--- config.mk ---
export PLATFORM = sky130hd
export DESIGN_NAME = ex_stage
export DESIGN_NICKNAME = d
export VERILOG_FILES = /design/src/rtl/ex_stage_pkg.sv /design/src/rtl/ex_stage_alu.sv /design/src/rtl/ex_stage.sv
export SDC_FILE = /design/constraint.sdc
export NUM_CORES = 1
export LEC_CHECK = 0
export CORE_ASPECT_RATIO = 0.9
export CORE_MARGIN = 2
export CORE_UTILIZATION = 50
export DETAILED_ROUTE_END_ITERATION = 7
export GPL_ROUTABILITY_DRIVEN = 0
export GPL_TIMING_DRIVEN = 0
export HOLD_SLACK_MARGIN = 0.08
export PLACE_DENSITY_LB_ADDON = 0.15
export REMOVE_ABC_BUFFERS = 1
export SYNTH_ARGS = -nofsm -noshare
export SYNTH_HDL_FRONTEND = slang
export SYNTH_SLANG_ARGS = --single-unit
--- constraint.sdc ---
create_clock -name clk -period 2.1 [get_ports clk]
set_input_delay 0.21 -clock clk [delete_from_list [all_inputs] [get_ports clk]]
set_output_delay 0.21 -clock clk [all_outputs]
set_load 0.005 [all_outputs]
--- src/rtl/ex_stage_pkg.sv ---
// ex_pkg: op codes, exception causes and FSM encoding shared by the execute stage.
// EX_STAGE_TRAP_EN selects whether the TRAP/HALT states exist.
package ex_pkg;

    localparam int XLEN = 32;

    localparam logic [2:0] OP_AND  = 3'b000;
    localparam logic [2:0] OP_OR   = 3'b001;
    localparam logic [2:0] OP_ADD  = 3'b010;
    localparam logic [2:0] OP_ILL0 = 3'b011;
    localparam logic [2:0] OP_NOR  = 3'b100;
    localparam logic [2:0] OP_XOR  = 3'b101;
    localparam logic [2:0] OP_SUB  = 3'b110;
    localparam logic [2:0] OP_ILL1 = 3'b111;

    localparam logic [1:0] CAUSE_NONE = 2'b00;
    localparam logic [1:0] CAUSE_OVF  = 2'b01;
    localparam logic [1:0] CAUSE_ILL  = 2'b10;

`ifdef EX_STAGE_TRAP_EN
    typedef enum logic [1:0] {
        IDLE = 2'd0,
        FULL = 2'd1,
        TRAP = 2'd2,
        HALT = 2'd3
    } state_t;
`else
    typedef enum logic [1:0] {
        IDLE = 2'd0,
        FULL = 2'd1
    } state_t;
`endif

    // Both unused op codes end in 2'b11.
    function automatic logic is_illegal(input logic [2:0] op);
        return op[1:0] == 2'b11;
    endfunction

endpackage

--- src/rtl/ex_stage_alu.sv ---
// alu: 32-bit logic/add/sub unit. unsig=1 selects signed semantics.
// compout is the a<b compare; overflow is signed overflow in signed mode,
// carry/borrow in unsigned mode, and 0 for non-arithmetic ops.
module alu
    import ex_pkg::*;
(
    input  logic [XLEN-1:0] a,
    input  logic [XLEN-1:0] b,
    input  logic [2:0]      op,
    input  logic            unsig,
    output logic [XLEN-1:0] aluout,
    output logic            compout,
    output logic            overflow
);

    logic [XLEN:0] sum;
    logic [XLEN:0] diff;
    logic          ov_add;
    logic          ov_sub;

    assign sum    = {1'b0, a} + {1'b0, b};
    assign diff   = {1'b0, a} + {1'b0, ~b} + {{XLEN{1'b0}}, 1'b1};
    assign ov_add = (a[XLEN-1] == b[XLEN-1]) && (sum[XLEN-1] != a[XLEN-1]);
    assign ov_sub = (a[XLEN-1] != b[XLEN-1]) && (diff[XLEN-1] != a[XLEN-1]);

    // Less-than from the subtractor: sign^overflow when signed, borrow when unsigned.
    assign compout = unsig ? (diff[XLEN-1] ^ ov_sub) : ~diff[XLEN];

    // Result mux; illegal op codes produce zero.
    always_comb begin
        aluout = '0;
        case (op)
            OP_AND:  aluout = a & b;
            OP_OR:   aluout = a | b;
            OP_ADD:  aluout = sum[XLEN-1:0];
            OP_NOR:  aluout = ~(a | b);
            OP_XOR:  aluout = a ^ b;
            OP_SUB:  aluout = diff[XLEN-1:0];
            default: aluout = '0;
        endcase
    end

    // Overflow flag for the two arithmetic ops only.
    always_comb begin
        overflow = 1'b0;
        case (op)
            OP_ADD:  overflow = unsig ? ov_add : sum[XLEN];
            OP_SUB:  overflow = unsig ? ov_sub : ~diff[XLEN];
            default: overflow = 1'b0;
        endcase
    end

endmodule

--- src/rtl/ex_stage.sv ---
// ex_stage: one-entry execute pipeline register around the alu with exception
// cause reporting and a saturating signed-overflow counter.
// EX_STAGE_TRAP_EN: when defined, a faulting instruction parks in TRAP, then HALT
// until trap_clr; when undefined faults flow through like normal results.
module ex_stage
    import ex_pkg::*;
#(
    parameter int CNT_W = 16
) (
    input  logic             clk,
    input  logic             rst_n,
    input  logic             in_valid,
    output logic             in_ready,
    input  logic [2:0]       in_op,
    input  logic             in_unsig,
    input  logic [XLEN-1:0]  in_a,
    input  logic [XLEN-1:0]  in_b,
    input  logic [4:0]       in_rd,
    output logic             out_valid,
    input  logic             out_ready,
    output logic [XLEN-1:0]  out_result,
    output logic             out_compout,
    output logic [4:0]       out_rd,
    output logic [1:0]       out_cause,
    input  logic             trap_clr,
    output logic [CNT_W-1:0] ovf_cnt
);

    logic [XLEN-1:0] alu_out;
    logic            alu_comp;
    logic            alu_ovf;
    logic            illegal;
    logic            arith_op;
    logic            accept;
    logic            retire;
    logic [1:0]      cause_nxt;
    logic [XLEN-1:0] result_nxt;
    state_t          state;
    state_t          acc_state;

    alu u_alu (
        .a        (in_a),
        .b        (in_b),
        .op       (in_op),
        .unsig    (in_unsig),
        .aluout   (alu_out),
        .compout  (alu_comp),
        .overflow (alu_ovf)
    );

    assign illegal    = is_illegal(in_op);
    assign arith_op   = (in_op == OP_ADD) || (in_op == OP_SUB);
    assign result_nxt = illegal ? '0 : alu_out;
    assign accept     = in_valid & in_ready;
    assign retire     = out_valid & out_ready;

    // Cause of the incoming instruction; illegal beats overflow, unsigned never overflows.
    always_comb begin
        cause_nxt = CAUSE_NONE;
        if (illegal)
            cause_nxt = CAUSE_ILL;
        else if (alu_ovf && in_unsig && arith_op)
            cause_nxt = CAUSE_OVF;
    end

    // Destination state for an accepted instruction.
`ifdef EX_STAGE_TRAP_EN
    assign acc_state = (cause_nxt == CAUSE_NONE) ? FULL : TRAP;
`else
    assign acc_state = FULL;
    logic trap_clr_unused;
    assign trap_clr_unused = trap_clr;
`endif

    // Accept only when empty, or when the held result leaves this same cycle.
    always_comb begin
        in_ready = 1'b0;
        case (state)
            IDLE:    in_ready = 1'b1;
            FULL:    in_ready = out_ready;
            default: in_ready = 1'b0;
        endcase
    end

    // Control FSM with registered out_valid.
    always_ff @(posedge clk or negedge rst_n) begin
        if (!rst_n) begin
            state     <= IDLE;
            out_valid <= 1'b0;
        end else begin
            case (state)
                IDLE: begin
                    if (accept) begin
                        state     <= acc_state;
                        out_valid <= 1'b1;
                    end
                end
                FULL: begin
                    if (out_ready) begin
                        if (accept) begin
                            state <= acc_state;
                        end else begin
                            state     <= IDLE;
                            out_valid <= 1'b0;
                        end
                    end
                end
`ifdef EX_STAGE_TRAP_EN
                TRAP: begin
                    if (out_ready) begin
                        state     <= HALT;
                        out_valid <= 1'b0;
                    end
                end
                HALT: begin
                    if (trap_clr)
                        state <= IDLE;
                end
`endif
                default: begin
                    state     <= IDLE;
                    out_valid <= 1'b0;
                end
            endcase
        end
    end

    // Output register loads only on accept, so it holds steady under back-pressure.
    always_ff @(posedge clk or negedge rst_n) begin
        if (!rst_n) begin
            out_result  <= '0;
            out_compout <= 1'b0;
            out_rd      <= '0;
            out_cause   <= CAUSE_NONE;
        end else if (accept) begin
            out_result  <= result_nxt;
            out_compout <= alu_comp;
            out_rd      <= in_rd;
            out_cause   <= cause_nxt;
        end
    end

    // Count retired signed overflows, sticking at all-ones.
    always_ff @(posedge clk or negedge rst_n) begin
        if (!rst_n)
            ovf_cnt <= '0;
        else if (retire && (out_cause == CAUSE_OVF) && (ovf_cnt != '1))
            ovf_cnt <= ovf_cnt + CNT_W'(1);
    end

endmodule

# After elaboration in Yosys (flattened, before gate mapping)

Index checks and enable logic that the tools add are counted.

Output and inout bits: 58
Input port bits: 78
Bits in registers: 59
Word-level logic and storage cells: 64

Eq/ne operators: 16
Reductions and logical operators: 11
Bitwise gates (word level): 9
Mux-type cells: 17
Add/subtract/negate cells: 4

Operator list:

| operator              | count |
|---|---|
| $pmux 32 s6           | 1 |
| $add 32x32->33        | 2 |
| $not 32->32           | 2 |
| $add 33x1->33 const B | 1 |
| $and 32x32->32        | 1 |
| $mux 32               | 1 |
| $or 32x32->32         | 1 |
| $xor 32x32->32        | 1 |
| $add 16x1->16 const B | 1 |
| $ne 16x16->1 const B  | 1 |
| $eq 3x3->1 const B    | 3 |
| $mux 1                | 8 |
| $logic_and 1x1->1     | 6 |
| $mux 2                | 3 |
| $ne 2x2->1 const B    | 3 |
| $pmux 1 s2            | 3 |
| $eq 2x1->1 const B    | 2 |
| $pmux 2 s2            | 1 |
| $eq 3x1->1 const B    | 1 |
| $eq 3x2->1 const B    | 1 |
| $logic_not 3->1       | 1 |
| $ne 1x1->1            | 3 |
| $reduce_and 3->1      | 1 |
| $and 1x1->1           | 2 |
| other kinds (7)       | 7 |

# Depth between registers and ports, before layout

Gate-level depths: netlist (run 1).

Depth after elaboration: 11
Mapped depth: 18

# Hierarchy

From an unflattened synthesis (run 1), not the netlist that was laid out.

Cell total of the unflattened synthesis: 992
Area, all modules: 7843.8 µm²

Modules (own cells, without submodules):

| module   | instances | cells each | area each (µm²) |
|---|---|---|---|
| alu      | 1         | 813        | 5501.5 |
| ex_stage | 1         | 179        | 2342.2 |

# Worst setup path before layout (run 1)

Ideal clock, no wire load.

Path type: input to register
Start: input port in_b[14]
End: register out_result[31]
Arrival: 3.364 ns
Path buffers: 1
Stages on the path: 18
Path slack: -1.390 ns
Cells stage by stage: inv_1 ha_1 clkbuf_1 inv_1 a21oi_1 o31ai_1 a211oi_2 nor3_1 or3_1 a221o_1 a21oi_1 o21bai_1 fa_1 mux2i_1 o32a_1 nor2_1 a221oi_1 nand2_1

Longest elaborated chain between the ends: 5
Elaborated cells on any way between the ends: 6
Classes of those cells: 3 x add/sub; 2 x mux; 1 x bitwise

RTL lines:

| element              | RTL line           | text |
|---|---|---|
| from (decl)          | ex_stage.sv:17     | `input logic [XLEN-1:0] in_b,` |
| $not 32->32          | ex_stage_alu.sv:22 | `assign diff = {1'b0, a} + {1'b0, ~b} + {{XLEN{1'b0}}, 1'b1};` |
| $add 32x32->33       | ex_stage_alu.sv:22 |  |
| $add 33x1->33        | ex_stage_alu.sv:22 |  |
| $pmux 32 s6 *        | ex_stage_alu.sv:32 | `case (op)` |
| $mux 32 *            | ex_stage.sv:53     | `assign result_nxt = illegal ? '0 : alu_out;` |
| to (signal assigned) | ex_stage.sv:136    | `out_result <= result_nxt;` |
| to (decl)            | ex_stage.sv:21     | `output logic [XLEN-1:0] out_result,` |

Mark *: on every way between the ends. The rest lies on a longest branch, timed or not.
A chain may end at the register's enable or synchronous reset.

# Worst setup path after layout (run 1)

Start: input port in_b[2]
End: register out_result[31]

Same word-level chain as after synthesis.

==> results of run 1 <==
-- logic make-up after synthesis --
kind of cell             after synthesis
multiplexers                          26
AO/OA/AOI/OAI                        348
buffers and inverters                166
flip-flops                            58
AND/OR/NAND/NOR                      283
XOR/XNOR                              41
adder cells (fa/ha/maj)              104
-- layer usage --
layer / wire length (µm) / GRT usage [%] / vias up
met2: 12000 / 50.1 / 526
met5: 0 / 0 / -
li1: - / - / 3987
met1: 11200 / 41.1 / 4042
met3: 2070 / 4.28 / 128
met4: 1240 / 12.4 / 0
-- state kept, by name, summed over array words and instances, names as in the netlist --
signal       count
out_result      32
ovf_cnt         16
out_rd           5
out_cause        2
out_compout      1
out_valid        1
state            1
-- final timing paths --
path | from | endpoint | slack (ns) | cells after the start
max | in_b[2] | out_result[31] | -1.28 | 18
min | in_b[0] | out_result[0] | 0.40 | 5
max reg2reg | state[0] | out_cause[0] | -0.03 | 8
min reg2reg | out_result[3] | out_result[3] | 0.48 | 2
max in group asynchronous | rst_n | ovf_cnt[6] | 0.95 | 3
min in group asynchronous | rst_n | out_result[4] | 0.51 | 2
-- final cells by class --
cell class                 instances  area (µm²)  share of cell area (%)
clock inverter                     6         136                    1.22
multi-input combinational        802        6530                    58.6
clock buffer                      10         239                    2.15
timing repair inverter             1        7.51                  0.0674
timing repair buffer             226        2070                    18.6
sequential                        58        1450                    13.0
tap                              198         248                    2.22
inverter                         105         450                    4.05
-- power groups by stage --
stage                     clock network, mW  registers (mW)  logic (mW)
after floorplan                           0            1.56        1.30
after global placement                    0            1.57        2.44
after detailed placement                  0            1.57        2.47
after CTS                              1.90            1.56        2.85
after global routing                   1.96            1.58        3.40
final                                  1.89            1.56        3.16
-- critical path: stages --
cell and delay (ns):
buf_6 0.08, inv_4 0.04, ha_4 0.16, or2_4 0.23
o221ai_4 0.19, a31oi_4 0.16, a211oi_4 0.35, nor3_4 0.06
or3_4 0.40, a221o_1 0.35, a21oi_2 0.14, o21bai_1 0.11
fa_1 0.47, mux2i_1 0.16, o32a_1 0.18, nor2_2 0.04
a221oi_2 0.17, nand2_1 0.07
-- synthesized netlist by cell type (all sizes together) (3+ instances only) --
| library cell | n |
|---|---|
| or3 | 4 |
| o31a | 3 |
| fa | 3 |
| inv | 104 |
| buf | 10 |
| o22a | 3 |
| nand2b | 8 |
| nand3 | 15 |
| nand2 | 92 |
| nor2b | 23 |
| dfrtp | 58 |
| o211a | 3 |
| a21oi | 110 |
| o211ai | 10 |
| mux2i | 24 |
| a211o | 3 |
| nor4 | 8 |
| o22ai | 3 |
| ha | 101 |
| o311ai | 3 |
| o31ai | 8 |
| or4 | 3 |
| nor2 | 85 |
| o21bai | 8 |
| o21ai | 80 |
| clkbuf | 51 |
| a22oi | 11 |
| o221ai | 6 |
| a31oi | 11 |
| and2 | 5 |
| a211oi | 37 |
| o41ai | 3 |
| a221o | 3 |
| nor3 | 21 |
| o21a | 8 |
| a221oi | 5 |
| xnor2 | 33 |
| a21o | 6 |
| nand4 | 6 |
| xor2 | 8 |
| a2111oi | 7 |
| or2 | 4 |
-- through the flow --
stage / hold WS, ns / area (µm²)
global route: 0.421 / 11100
floorplan: -0.0856 / 7340
CTS: 0.414 / 10500
detailed placement: 0.344 / 8980
finish: 0.404 / 11100
global placement: 0.460 / 8930
-- repair_timing --
action / in CTS / in global routing
cloned: 1 / 0
setup buffers: 56 / 34
resized for setup: 348 / 100
pin swaps: 79 / 56
endpoints found under the setup margin: 55 / 34
hold buffers: 1 / 0
endpoints found under the hold margin: 33 / 0
==> impl_metrics.json, run 1 <==
{
  "status": "finished, violations left",
  "failed_checks": "negative setup slack",
  "required_ns": 2.32,
  "synth_seq_cells": 58,
  "synth_fa_ha_area_share_pct": 17.5,
  "routedWlPerCell_um": 18.9,
  "p_int_mw": 4.25,
  "die_h_um": 121,
  "maxSlewViolCount": 0,
  "fin_util_pct": 75.4,
  "cts-root-buf": "clkbuf_16",
  "pre_cts_slack_ns": -2.54,
  "syn_inst": 1026,
  "hpwl_um": 16400,
  "crit_arrival_ns": 3.59,
  "setup_tns_ns": -10.42,
  "nets": 1385,
  "rsz0062_at_grt": "true",
  "power.switching_mw": 2.37,
  "final_cells": 1406,
  "num_rows": 42,
  "insertion_delay_ns": 0.34,
  "dieArea_um2": 16100,
  "layout-drive-gt1-share_pct": 26.8,
  "cts_buffers": 9,
  "core_region_area_um2": 14800,
  "die_width_um": 134,
  "ioPinCount": 136,
  "end_kind": "flop",
  "yosysSeqAreaShare_pct": 19.2,
  "total_power_mw": 6.61,
  "period_share_pct": 161,
  "vdd_drop_max_mv": 0.466,
  "worst_slew_pin_slew_ns": 0.816,
  "clk_pin_slew_worst_paths_ns": 0.06,
  "critical_path_class": "primary input to flop",
  "synth_top_family_by_area": "compound AO/OA/AOI/OAI gates",
  "setup_ws_ns": -1.28,
  "dp.cells": 1300,
  "viasPerCell": 6.18,
  "synth-warning-count": 0,
  "drt_wl_total_um": 26500,
  "dr.pass1.iters": 6,
  "drt_iter0_markers": 996,
  "grt_overflow": 0,
  "yosysTopAreaCell": "dfrtp_1",
  "synth_edf_count": 0,
  "critPathMaxFanout": 2,
  "p_seq_share_pct": 23.6,
  "combPwrFrac_pct": 47.8,
  "avgSynthCellArea_um2": 7.38,
  "synthToLayoutAreaGrowth_pct": 47.1,
  "fin_worst_skew_ns": 0.00360,
  "clkPwrFrac_pct": 28.6,
  "grt_max_degree": 84,
  "power_density_nw_per_um2": 594,
  "setup_viol": 25,
  "layout_common_cells": "94 x a21oi_1, 86 x nand2_1, 86 x clkdlybuf4s50_1",
  "clockBufferDepth": 2,
  "diodes": 0,
  "synth_cell_types": 71,
  "grt_usage_pct": 30.8,
  "syn-cell-area_um2": 7570,
  "antenna_found_initial": 0,
  "io_buffer_count": 134,
  "hold_viol_final": 0,
  "grt_pass1_wl_um": 40300,
  "yosys-mux-area-fraction_pct": 3.47,
  "synth_ff_type": "dfrtp_1",
  "vias": 8683,
  "post-route-min-period_ns": 3.38,
  "hp-class": "primary input to flop",
  "cts_tree": "yes",
  "synth-xor-area-share_pct": 4.74,
  "max_freq_mhz": 296,
  "swShare_pct": 35.8,
  "start_util_pct": 51.3,
  "critPathLaunchType": "primary input",
  "drtAntennaViolNets": 0,
  "synth_top_area_share_pct": 19.2,
  "slew_headroom_pct": 45.6,
  "synth.top_cells.by_area": "dfrtp_1 19%, ha_1 17%, a21oi_1 7.3%, inv_1 5.1%, o21ai_0 5.0%",
  "clock_sinks": 58,
  "p_leak_nw": 4.78,
  "first_global_vias": 8002,
  "fillCellCount": 1075,
  "layout_commonest_cell": "a21oi_1",
  "synth_compound_area_share_pct": 29.7,
  "synthArstFlopShare_pct": 100,
  "cts_htree_levels": 3,
  "drv_cap": 0,
  "drc": 0,
  "synthSimpleGateAreaFrac_pct": 17.2
}
No activity file was read; power rests on OpenSTA's default activity.
==> run 2, diff against run 1 <==
- CORE_UTILIZATION: 50 -> 36
- CTS_CLUSTER_SIZE: not set -> 30
==> run 2 against run 1 <==
Against the previous run: the flow still finishes with violations (negative setup slack); sequential share of layout area shrank 0.057 points; total power decreased by 7.2%; global-route usage down 7.1 points; largest cell class unchanged.
==> impl_metrics.json, run 2 (synthesis results as in run 1) <==
{
  "ioPinCount": 136,
  "diodes": 0,
  "crit_slowest_cell": "fa_2",
  "drc": 0,
  "clockBufferDepth": 2,
  "largestRegisters": "out_result x32, ovf_cnt x16, out_rd x5",
  "drtAntennaViolNets": 0,
  "crit_arrival_ns": 3.68,
  "power_density_nw_per_um2": 549,
  "cts-root-buf": "clkbuf_16",
  "die_width_um": 157,
  "setup_ws_ns": -1.31,
  "hpwl_um": 17900,
  "num_rows": 50,
  "vdd_drop_max_mv": 0.438,
  "routedWlPerCell_um": 18.4,
  "rsz0062_at_grt": "true",
  "insertion_delay_ns": 0.33,
  "period_share_pct": 163,
  "dieArea_um2": 22200,
  "critical_path_class": "primary input to flop",
  "crit_buf_inv": 2,
  "setup_viol": 23,
  "failed_checks": "negative setup slack",
  "critPathLaunchType": "primary input",
  "regMostFlops": "out_result",
  "setup_tns_ns": -11.01,
  "antenna_found_initial": 0,
  "max_freq_mhz": 293,
  "hp-class": "primary input to flop",
  "nets": 1386,
  "drt_wl_total_um": 27500,
  "p_leak_nw": 4.73,
  "largest_reg_flops": 32,
  "drv_cap": 0,
  "fin_worst_skew_ns": 0.00782,
  "required_ns": 2.37,
  "grt_usage_pct": 23.6,
  "io_buffer_count": 134,
  "vias": 8430,
  "grt_overflow": 0,
  "layout_common_cells": "88 x a21oi_1, 87 x clkdlybuf4s50_1, 86 x nand2_1",
  "cts_buffers": 9,
  "fillCellCount": 1888,
  "clock_sinks": 58,
  "end_kind": "flop",
  "layout-drive-gt1-share_pct": 27.4,
  "hold_viol_final": 0,
  "clk_pin_slew_worst_paths_ns": 0.06,
  "post-route-min-period_ns": 3.41,
  "maxSlewViolCount": 0,
  "viasPerCell": 5.64,
  "cpLargestDelayFamily": "compound AO/OA/AOI/OAI gates",
  "status": "finished, violations left",
  "dr.pass1.iters": 6,
  "hold-worst-slack_ns": 0.389,
  "grt_pass1_wl_um": 41900,
  "max_stage_delay_ns": 0.54,
  "layout_commonest_cell": "a21oi_1",
  "die_h_um": 142,
  "core_region_area_um2": 20700,
  "grt_max_degree": 88,
  "cts_htree_levels": 3,
  "slew_headroom_pct": 45.9,
  "drt_iter0_markers": 886,
  "worst_slew_pin_slew_ns": 0.811,
  "start_util_pct": 36.6,
  "critPathMaxFanout": 3,
  "cts_tree": "yes",
  "worstPathCellList": "buf_8 > inv_8 > ha_4 > or2_4 > o221ai_4 > a31oi_4 > a211oi_4 > nor3_4 > or3_4 > a221o_1 > a21oi_2 > o21bai_2 > fa_2 > mux2i_1 > o32a_1 > nor2_2 > a221oi_2 > nand2_1",
  "synthToLayoutAreaGrowth_pct": 47.7,
  "total_power_mw": 6.14,
  "first_global_vias": 7899
}
## run 2: repair_timing
| action | 4_1_cts | 5_1_grt |
|---|---|---|
| resized for setup | 338 | 115 |
| cloned | 1 | 2 |
| setup buffers | 59 | 31 |
| hold buffers | 1 | 0 |
| endpoints found under the hold margin | 58 | 0 |
| endpoints found under the setup margin | 54 | 38 |
| pin swaps | 86 | 71 |
## run 2: cell type report
type	count	area (µm²)	share of cell area (%)
clock buffer	11	243	2.17
inverter	105	454	4.06
sequential	58	1450	13.0
clock inverter	5	30.0	0.269
tap	286	358	3.20
timing repair inverter	1	7.51	0.0671
multi-input combinational	803	6520	58.3
timing repair buffer	226	2120	18.9
## run 2: layer usage
layer	up-vias	GRT usage [%]	routed length, µm	share of wire [%]
met5	-	0	0	0
met4	0	7.97	653	2.4
met3	47	2.14	1930	7.0
met2	382	37.0	12300	45
met1	4012	34.0	12600	46
li1	3989	-	-	-
## run 2: final timing paths
check | startpoint | to | slack [ns] | cells past startpoint
setup / recovery | in_b[1] | out_result[31] | -1.31 | 18
setup reg to reg | state[0] | out_cause[0] | -0.09 | 8
max in group asynchronous | rst_n | ovf_cnt[6] | 1.01 | 2
hold reg to reg | out_rd[0] | out_rd[0] | 0.48 | 2
hold / removal | in_b[0] | out_result[0] | 0.39 | 5
min in group asynchronous | rst_n | out_result[6] | 0.52 | 2
## run 2: through the flow
stage          cells  utilization [%]  instance area [µm²]  setup WS (ns)
6_report        1495             54.0                11200          -1.31
5_1_grt         1495             54.0                11200          -1.44
4_1_cts         1465             51.3                10600          -1.45
3_5_place_dp    1388             43.9                 9090          -2.59
3_3_place_gp    1385             43.6                 9040          -5.54
2_1_floorplan    965                -                 7340          -1.40
## run 2: worst min-delay path, delay by kind of cell
kind	cells	cell delay, ns
compound gates	2	0.19
fa+ha+maj	1	0.13
buf+inv	2	0.15
## run 2: where the power goes
part | total [mW] | switching [mW] | internal (mW)
sequential | 1.56 | 0.180 | 1.38
clock | 1.39 | 0.565 | 0.824
combinational | 3.19 | 1.60 | 1.58
